$ cat config.mk
export PLATFORM = sky130hd
export DESIGN_NAME = mem_arbiter
export DESIGN_NICKNAME = d
export VERILOG_FILES = /design/src/rtl/mem_arbiter.sv
export SDC_FILE = /design/constraint.sdc
export NUM_CORES = 1
export LEC_CHECK = 0
export ABC_AREA = 1
export BUFFER_PORTS_ARGS = -buffer_cell sky130_fd_sc_hd__buf_4
export CAP_MARGIN = 10
export CORE_AREA = 8 8 113 115
export DETAILED_ROUTE_END_ITERATION = 10
export DIE_AREA = 0 0 121 123
export PLACE_DENSITY_LB_ADDON = 0.3
export RECOVER_POWER = 100
export REMOVE_ABC_BUFFERS = 1
export SLEW_MARGIN = 20
export SYNTH_ARGS = -nofsm -noshare
export SYNTH_HDL_FRONTEND = slang
export SYNTH_SLANG_ARGS = --single-unit
$ cat constraint.sdc
create_clock -name clk -period 3.8 [get_ports clk]
set_clock_uncertainty 0.05 [all_clocks]
set_input_delay 0.76 -clock clk [delete_from_list [all_inputs] [get_ports clk]]
set_output_delay 0.76 -clock clk [all_outputs]
set_load 0.05 [all_outputs]
$ cat src/rtl/mem_arbiter.sv
// mem_arbiter
//   Merges the instruction-fetch port (imem) and the load/store port (dmem)
//   onto one shared valid/ready memory port. Data accesses win arbitration.
//   A bounded streak counter guarantees that a waiting fetch is eventually
//   served. A response timeout aborts a transaction whose slave never
//   answers: the requester gets 32'hDEADBEEF and bus_err_o pulses.
//
// Ports
//   clk, rst                  clock, synchronous active-high reset
//   imem_* / dmem_*           requester ports (valid/addr/wdata/we in,
//                             ready/rdata out; ready is a 1-cycle pulse)
//   mem_valid_o, mem_addr_o,
//   mem_wdata_o, mem_we_o     registered shared-port request
//   mem_ready_i, mem_rdata_i  shared-port completion and read data
//   bus_err_o                 one-cycle pulse on timeout abort
module mem_arbiter #(
    parameter int RISCV_ADDR_WIDTH = 32,
    parameter int RISCV_WORD_WIDTH = 32,
    parameter int MAX_D_STREAK     = 4,
    parameter int TIMEOUT          = 255
) (
    input  logic                        clk,
    input  logic                        rst,

    input  logic                        imem_valid_i,
    output logic                        imem_ready_o,
    input  logic [RISCV_ADDR_WIDTH-1:0] imem_addr_i,
    input  logic [RISCV_WORD_WIDTH-1:0] imem_wdata_i,
    input  logic [3:0]                  imem_we_i,
    output logic [RISCV_WORD_WIDTH-1:0] imem_rdata_o,

    input  logic                        dmem_valid_i,
    output logic                        dmem_ready_o,
    input  logic [RISCV_ADDR_WIDTH-1:0] dmem_addr_i,
    input  logic [RISCV_WORD_WIDTH-1:0] dmem_wdata_i,
    input  logic [3:0]                  dmem_we_i,
    output logic [RISCV_WORD_WIDTH-1:0] dmem_rdata_o,

    output logic                        mem_valid_o,
    input  logic                        mem_ready_i,
    output logic [RISCV_ADDR_WIDTH-1:0] mem_addr_o,
    output logic [RISCV_WORD_WIDTH-1:0] mem_wdata_o,
    output logic [3:0]                  mem_we_o,
    input  logic [RISCV_WORD_WIDTH-1:0] mem_rdata_i,

    output logic                        bus_err_o
);

    localparam int SW = (MAX_D_STREAK > 0) ? $clog2(MAX_D_STREAK + 1) : 1;
    localparam int CW = (TIMEOUT > 0) ? $clog2(TIMEOUT + 1) : 1;
    localparam logic [SW-1:0] STREAK_MAX = SW'(MAX_D_STREAK);
    localparam logic [CW-1:0] TO_VAL     = CW'(TIMEOUT);
    localparam logic [RISCV_WORD_WIDTH-1:0] ERR_WORD = RISCV_WORD_WIDTH'(32'hDEADBEEF);

    typedef enum logic [1:0] {
        IDLE   = 2'd0,
        BUSY_I = 2'd1,
        BUSY_D = 2'd2
    } state_t;

    state_t        state, state_n;
    logic [SW-1:0] streak;
    logic [CW-1:0] wait_cnt;

    logic grant_i, grant_d;
    logic done, abort, finish;
    logic timeout_hit;

    // TIMEOUT == 0 disables the abort path entirely.
    assign timeout_hit = (TIMEOUT != 0) && (wait_cnt == TO_VAL);

    always_comb begin
        state_n = state;
        grant_i = 1'b0;
        grant_d = 1'b0;
        done    = 1'b0;
        abort   = 1'b0;
        unique case (state)
            IDLE: begin
                if (dmem_valid_i && ((streak < STREAK_MAX) || !imem_valid_i)) begin
                    grant_d = 1'b1;
                    state_n = BUSY_D;
                end else if (imem_valid_i) begin
                    grant_i = 1'b1;
                    state_n = BUSY_I;
                end
            end
            BUSY_I, BUSY_D: begin
                // A completion in the timeout cycle takes precedence.
                if (mem_ready_i)      done  = 1'b1;
                else if (timeout_hit) abort = 1'b1;
                if (done || abort)    state_n = IDLE;
            end
            default: state_n = IDLE;
        endcase
    end

    // A completion coinciding with reset must not reach the requester.
    assign finish       = (done || abort) && !rst;
    assign imem_ready_o = finish && (state == BUSY_I);
    assign dmem_ready_o = finish && (state == BUSY_D);
    assign imem_rdata_o = imem_ready_o ? (done ? mem_rdata_i : ERR_WORD) : '0;
    assign dmem_rdata_o = dmem_ready_o ? (done ? mem_rdata_i : ERR_WORD) : '0;
    assign bus_err_o    = abort && !rst;

    always_ff @(posedge clk) begin
        if (rst) begin
            state       <= IDLE;
            streak      <= '0;
            wait_cnt    <= '0;
            mem_valid_o <= 1'b0;
            mem_addr_o  <= '0;
            mem_wdata_o <= '0;
            mem_we_o    <= '0;
        end else begin
            state <= state_n;

            if (grant_d) begin
                mem_valid_o <= 1'b1;
                mem_addr_o  <= dmem_addr_i;
                mem_wdata_o <= dmem_wdata_i;
                mem_we_o    <= dmem_we_i;
                wait_cnt    <= '0;
            end else if (grant_i) begin
                mem_valid_o <= 1'b1;
                mem_addr_o  <= imem_addr_i;
                mem_wdata_o <= imem_wdata_i;
                mem_we_o    <= imem_we_i;
                wait_cnt    <= '0;
            end else if (state != IDLE) begin
                if (done || abort) mem_valid_o <= 1'b0;
                else               wait_cnt    <= wait_cnt + 1'b1;
            end

            // Streak only counts D grants that made a waiting fetch wait.
            if (state == IDLE) begin
                if (grant_i || !imem_valid_i)
                    streak <= '0;
                else if (grant_d && (streak < STREAK_MAX))
                    streak <= streak + 1'b1;
            end
        end
    end

endmodule

==> flow_summary.toml, run 1 <==
[worst_setup_path]
r2r_slack_ns = 1.19
max_stage_delay_ns = 0.40
endpoint = "imem_rdata_o[14]"
cpLargestDelayFamily = "simple AND/OR/NAND/NOR gates"
cp.required_ns = 2.99
cp_common_cell = "inv_1"
crit_path_end_kind = "output pin"
setup.worst_path.start = "state[1]$_SDFFE_PP0P_"
crit_buf_inv = 5
cp_slowest_cell = "nand3_2"
cp_cell_sequence = "inv_1 -> ha_1 -> inv_1 -> nor2_1 -> nand3_1 -> nand2_1 -> nand3_2 -> inv_2 -> nand3_1 -> inv_1 -> buf_4"
cp_max_fo = 25
rr_endpoint = "mem_wdata_o[25]$_SDFFE_PP0P_"
crit_type = "reg2out"
cp.depth = 11
arrival_ns = 2.65
start_kind = "flip-flop"
r2r-start = "state[0]$_SDFFE_PP0P_"
rr_worst_depth = 9

[sta]
period_minus_slack_ns = 3.46
maxSlewViolCount = 0
slew_headroom_pct = 9.07
timing.final.crit_share_pct = 91.0
setup_viol = 0
hold_viol = 0
max_freq_ghz = 0.289
fin_ws_ns = 0.342
finalSetupTns_ns = 0
tightest_slew_ns = 1.36
rsz0062_at_grt = "false"

[final_layout]
multi_input_comb_area_sq_mm = 0.00239
final_cells = 1173
fillers = 1181
diodes = 0
nets = 1203
seqCellArea_sq_mm = 0.00164
syn_to_final_growth_pct = 48.4
layout_commonest_cell = "nand2_1"
drive_above_1_share_pct = 26.2
most-common-layout-cells = "nand2_1, buf_4, nor2_1, dfxtp_1, clkbuf_1"

[power_and_ir_drop]
vdd_drop_max_v = 0.000216
power_mw = 2.87
powerDensity_mw_per_mm2 = 428
p_leak_nw = 3.75

[floorplanning]
start_util_pct = 40.8
ios = 309
rows = 39
die_h_microns = 123
die_w_microns = 121
dieArea_sq_mm = 0.0149
fp.coreArea_sq_mm = 0.0111

[place]
dp.final_hpwl_microns = 13200
dp.cells = 1157
dp_slack_ns = 0.630
gp_congestion = 0.831
portBuffers = 308

[clock_network]
clk_pin_slew_ns = 0.06
cts.sinks = 82
cts_tree = "yes"
clk_path_buf_depth = 2
htree_num_levels = 3
clkLatencyLatePin_ns = 0.33
holdBufCountCts = 0
cts_root_buf = "clkbuf_16"
cts_inserted_buffers = 9
cts_resized = 0
post_cts_buffers = 0

[synth]
synthCells = 745
synth_top_area_share_pct = 36.3
synthDistinctLibCells = 25
synth.top_cells.by_area = "dfxtp_1, nand2_1, nor2_1, a21oi_1, o21ai_0"
synth_seq_cells = 82
yosysSeqAreaShare_pct = 36.3
yosys.area.top_type = "dfxtp_1"
synth_area_sq_mm = 0.00452
yosysWarnings = 0
syn_area_per_cell_sq_um = 6.07

[grt]
antenna_found_initial = 0
grt_max_degree = 72
global_route.usage.total_pct = 21.9
grt_pass1_vias = 5232
grt_pass1_wl_microns = 26200
grt.overflow.total = 0

[routing]
drc = 0
wl_microns = 17100
avgRoutedWirePerCell_microns = 14.5
detail-route-antenna-nets = 0
drtIter0Drc = 230
first_pass_iters = 5
vias = 5455
vias_per_cell = 4.65

[status]
status = "complete, no violations"

[job]
max_cap_viol_count = 0

[min_path]
hp-class = "reg2reg"
## power by group
group          switching, mW  internal, mW
Clock                  0.338         0.544
Sequential            0.0486         0.957
Combinational          0.714         0.268
## final cells by class
type	count	share of cell area, %
clock buffers	12	3.82
clock inverters	4	0.746
inverters	59	3.30
multi-input cells	559	35.6
well taps	143	2.67
flip-flops and latches	82	24.5
repair buffers	314	29.4
## logic make-up after synthesis
logic type | share of synthesized area [%]
buffers and inverters | 10.4
AND/OR/NAND/NOR | 36.4
flip-flops | 36.3
XOR/XNOR | 0.968
AO/OA/AOI/OAI | 14.6
adder cells (fa/ha/maj) | 1.38
## worst min-delay path: stages, from the launching register on
cell and delay (ns):
dfxtp_1 0.31, nand2_1 0.06, a21oi_1 0.05
## cell usage after synthesis
library cell and number:
a21oi_1 61, nand2_2 4, dfxtp_1 82, buf_4 2
nand3_2 2, a32oi_1 1, clkinv_1 1, nor2_2 1
o21ai_1 20, buf_1 2, inv_1 51, nor2_1 142
xor2_1 5, nand3b_1 1, nand2_1 242, ha_1 5
inv_2 7, o21ai_0 49, nand4_1 2, nor2_4 2
nand3_1 21, clkbuf_1 18, buf_6 7, nor3_1 1
buf_2 16
## state kept, by name, summed over array words and instances, names as in the netlist
name	cells
mem_we_o	4
mem_addr_o	32
state	2
mem_wdata_o	32
wait_cnt	8
streak	3
mem_valid_o	1
## routing by layer
layer	global-route usage, %	up-vias	wire [microns]
met3	10.1	13	1910
met1	22.8	2344	6480
met4	7.03	0	259
li1	-	2873	-
met2	38.6	225	8410
met5	0	-	0
## worst min-delay path by stage
| stage | cells past startpoint | endpoint | startpoint |
|---|---|---|---|
| final | 2 | mem_valid_o$_SDFFE_PP0P_ | mem_valid_o$_SDFFE_PP0P_ |
| after global routing | 2 | mem_valid_o$_SDFFE_PP0P_ | mem_valid_o$_SDFFE_PP0P_ |
| after CTS | 2 | mem_valid_o$_SDFFE_PP0P_ | mem_valid_o$_SDFFE_PP0P_ |
| after detailed placement | 2 | streak[0]$_SDFFE_PP0P_ | streak[0]$_SDFFE_PP0P_ |
| after global placement | 2 | mem_valid_o$_SDFFE_PP0P_ | mem_valid_o$_SDFFE_PP0P_ |
| after floorplan | 2 | streak[0]$_SDFFE_PP0P_ | streak[0]$_SDFFE_PP0P_ |
## metrics by stage
| stage | area, sq um | utilization [%] | hold slack (ns) |
|---|---|---|---|
| 6_report | 6710 | 60.6 | 0.419 |
| 2_1_floorplan | 4270 | - | 0.399 |
| 5_1_grt | 6710 | 60.6 | 0.447 |
| 3_5_place_dp | 6810 | 61.5 | 0.413 |
| 3_3_place_gp | 6810 | 61.5 | 0.411 |
| 4_1_cts | 7120 | 64.2 | 0.423 |
(Power assumes the default switching activity.)
==> run 2, diff against run 1 <==
- HOLD_SLACK_MARGIN: not set -> 0.1
- PLACE_DENSITY: not set -> 0.8
- PLACE_DENSITY_LB_ADDON: 0.3 -> not set
==> run 2 against run 1 <==
Net effect:
- hold slack got worse by 0.0018 ns
- critical path type unchanged
- register-to-register slack got worse by 0.55 ns
- via count up 2.5%
- fmax shrank 0.75%
- first-iteration DRC count is 37% higher
- sequential cell count did not move
- worst setup slack got worse by 0.026 ns
- final cell count about the same
- routed wire length rose by 8.8%
- sequential share of layout area is essentially flat
- combinational power is 0.9% higher
==> flow_summary.toml, run 2 (same netlist as run 1, synthesis figures left out) <==
[sta]
finalSetupTns_ns = 0
setup_viol = 0
period_minus_slack_ns = 3.48
hold_viol = 0
rsz0062_at_grt = "false"
max_freq_ghz = 0.287
timing.final.crit_share_pct = 91.7
maxSlewViolCount = 0
tightest_slew_ns = 1.41
slew_headroom_pct = 6.05

[final_layout]
utilization_pct = 60.6
fillers = 1147
syn_to_final_growth_pct = 48.4
diodes = 0
reg_top3 = "mem_addr_o (32), mem_wdata_o (32), wait_cnt (8)"
seqCellArea_sq_mm = 0.00164
design_area_sq_mm = 0.00671
most-common-layout-cells = "nand2_1, buf_4, nor2_1, dfxtp_1, clkbuf_1"
final_cells = 1172
multi_input_comb_area_sq_mm = 0.00240
drive_above_1_share_pct = 26.1
layout_commonest_cell = "nand2_1"
nets = 1203

[grt]
grt_max_degree = 72
grt_use_met3_pct = 9.86
grt.overflow.total = 0
grt_util_met2_pct = 43.8
busiest_layer = "met2"
use_met1_pct = 24.4
global_route.usage.total_pct = 23.9
grt_pass1_vias = 5341
grt_pass1_wl_microns = 28200
antenna_found_initial = 0

[power_and_ir_drop]
switching_share_pct = 38.9
combPwrFrac_pct = 34.6
clock_power_share_pct = 30.2
powerDensity_mw_per_mm2 = 426
p_switching_mw = 1.11
p_leak_nw = 3.75
vdd_drop_max_v = 0.000215
intPower_mw = 1.75
power_frac_seq_pct = 35.1

[floorplanning]
dieArea_sq_mm = 0.0149
die_h_microns = 123
fp.coreArea_sq_mm = 0.0111
die_w_microns = 121
ios = 309
rows = 39
start_util_pct = 40.8

[worst_setup_path]
start_kind = "flip-flop"
cp_slowest_cell = "nand3_2"
cp_max_fo = 25
crit_path_end_kind = "output pin"
rr_worst_depth = 9
setup.worst_path.start = "state[0]$_SDFFE_PP0P_"
r2r-start = "state[0]$_SDFFE_PP0P_"
rr_endpoint = "mem_we_o[2]$_SDFFE_PP0P_"
cp.required_ns = 2.99
r2r_slack_ns = 0.64
cp_common_cell = "inv_1"
cp_cell_sequence = "inv_1 -> ha_1 -> inv_1 -> nor2_1 -> nand3_1 -> nand2_1 -> nand3_2 -> inv_2 -> nand3_1 -> inv_1 -> buf_4"
max_stage_delay_ns = 0.41
crit_type = "reg2out"
arrival_ns = 2.67
endpoint = "dmem_rdata_o[20]"

[place]
dp.cells = 1157
gp_congestion = 0.843
place_area_sq_mm = 0.00682
dp.final_hpwl_microns = 14500
portBuffers = 308

[clock_network]
clk_path_buf_depth = 2
cts_inserted_buffers = 9
post_cts_buffers = 0
cts_tree = "yes"
htree_num_levels = 3
clkLatencyLatePin_ns = 0.33
holdBufCountCts = 0
cts_root_buf = "clkbuf_16"
cts_resized = 0
cts.sinks = 82
clk_pin_slew_ns = 0.06

[routing]
drtIter0Drc = 314
detail-route-antenna-nets = 0
drc = 0
vias = 5590
avgRoutedWirePerCell_microns = 15.8
wl_microns = 18600
vias_per_cell = 4.77
first_pass_iters = 4

[job]
max_cap_viol_count = 0

[status]
status = "complete, no violations"

[min_path]
hp-class = "reg2reg"
## run 2: critical path: cells and delay by family (launching register included)
| family | cells | cell delay, ns |
|---|---|---|
| and+or+nand+nor | 5 | 0.99 |
| buffers and inverters | 5 | 0.70 |
| DFF | 1 | 0.36 |
| adders and majority gates | 1 | 0.30 |
## run 2: metal layers
layer	routed length (microns)	part of all wire [%]
met3	1910	10
met4	399	2.1
met2	9290	50
met5	0	0
met1	6960	37
## run 2: worst min path at each step
stage,startpoint,to,slack (ns),cells after the start
floorplan,streak[0]$_SDFFE_PP0P_,streak[0]$_SDFFE_PP0P_,0.40,2
global placement,mem_valid_o$_SDFFE_PP0P_,mem_valid_o$_SDFFE_PP0P_,0.41,2
detailed placement,mem_valid_o$_SDFFE_PP0P_,mem_valid_o$_SDFFE_PP0P_,0.41,2
CTS,mem_valid_o$_SDFFE_PP0P_,mem_valid_o$_SDFFE_PP0P_,0.42,2
global route,mem_valid_o$_SDFFE_PP0P_,mem_valid_o$_SDFFE_PP0P_,0.44,2
finish,mem_valid_o$_SDFFE_PP0P_,mem_valid_o$_SDFFE_PP0P_,0.42,2
## run 2: power groups by stage
stage	Combinational (mW)	Sequential [mW]	Clock, mW
floorplan	0.333	1.34	0
global route	1.08	1.02	0.909
finish	0.991	1.00	0.865
detailed placement	1.09	1.02	0
global placement	1.08	1.02	0
CTS	1.09	1.01	0.876
## run 2: per-stage QoR
stage / power, mW / hold WS [ns] / setup WS, ns
6_report: 2.86 / 0.417 / 0.315
5_1_grt: 3.00 / 0.438 / 0.0795
4_1_cts: 2.97 / 0.423 / 0.382
3_5_place_dp: 2.11 / 0.412 / 0.609
3_3_place_gp: 2.11 / 0.406 / 0.671
2_1_floorplan: 1.67 / 0.399 / -0.215
## run 2: area by class of cell
type / count / share of cell area [%]
multi-input cells: 559 / 35.7
repair buffers: 314 / 29.5
flip-flops and latches: 82 / 24.5
clock buffers: 10 / 3.56
inverters: 59 / 3.30
well taps: 143 / 2.66
clock inverters: 5 / 0.820
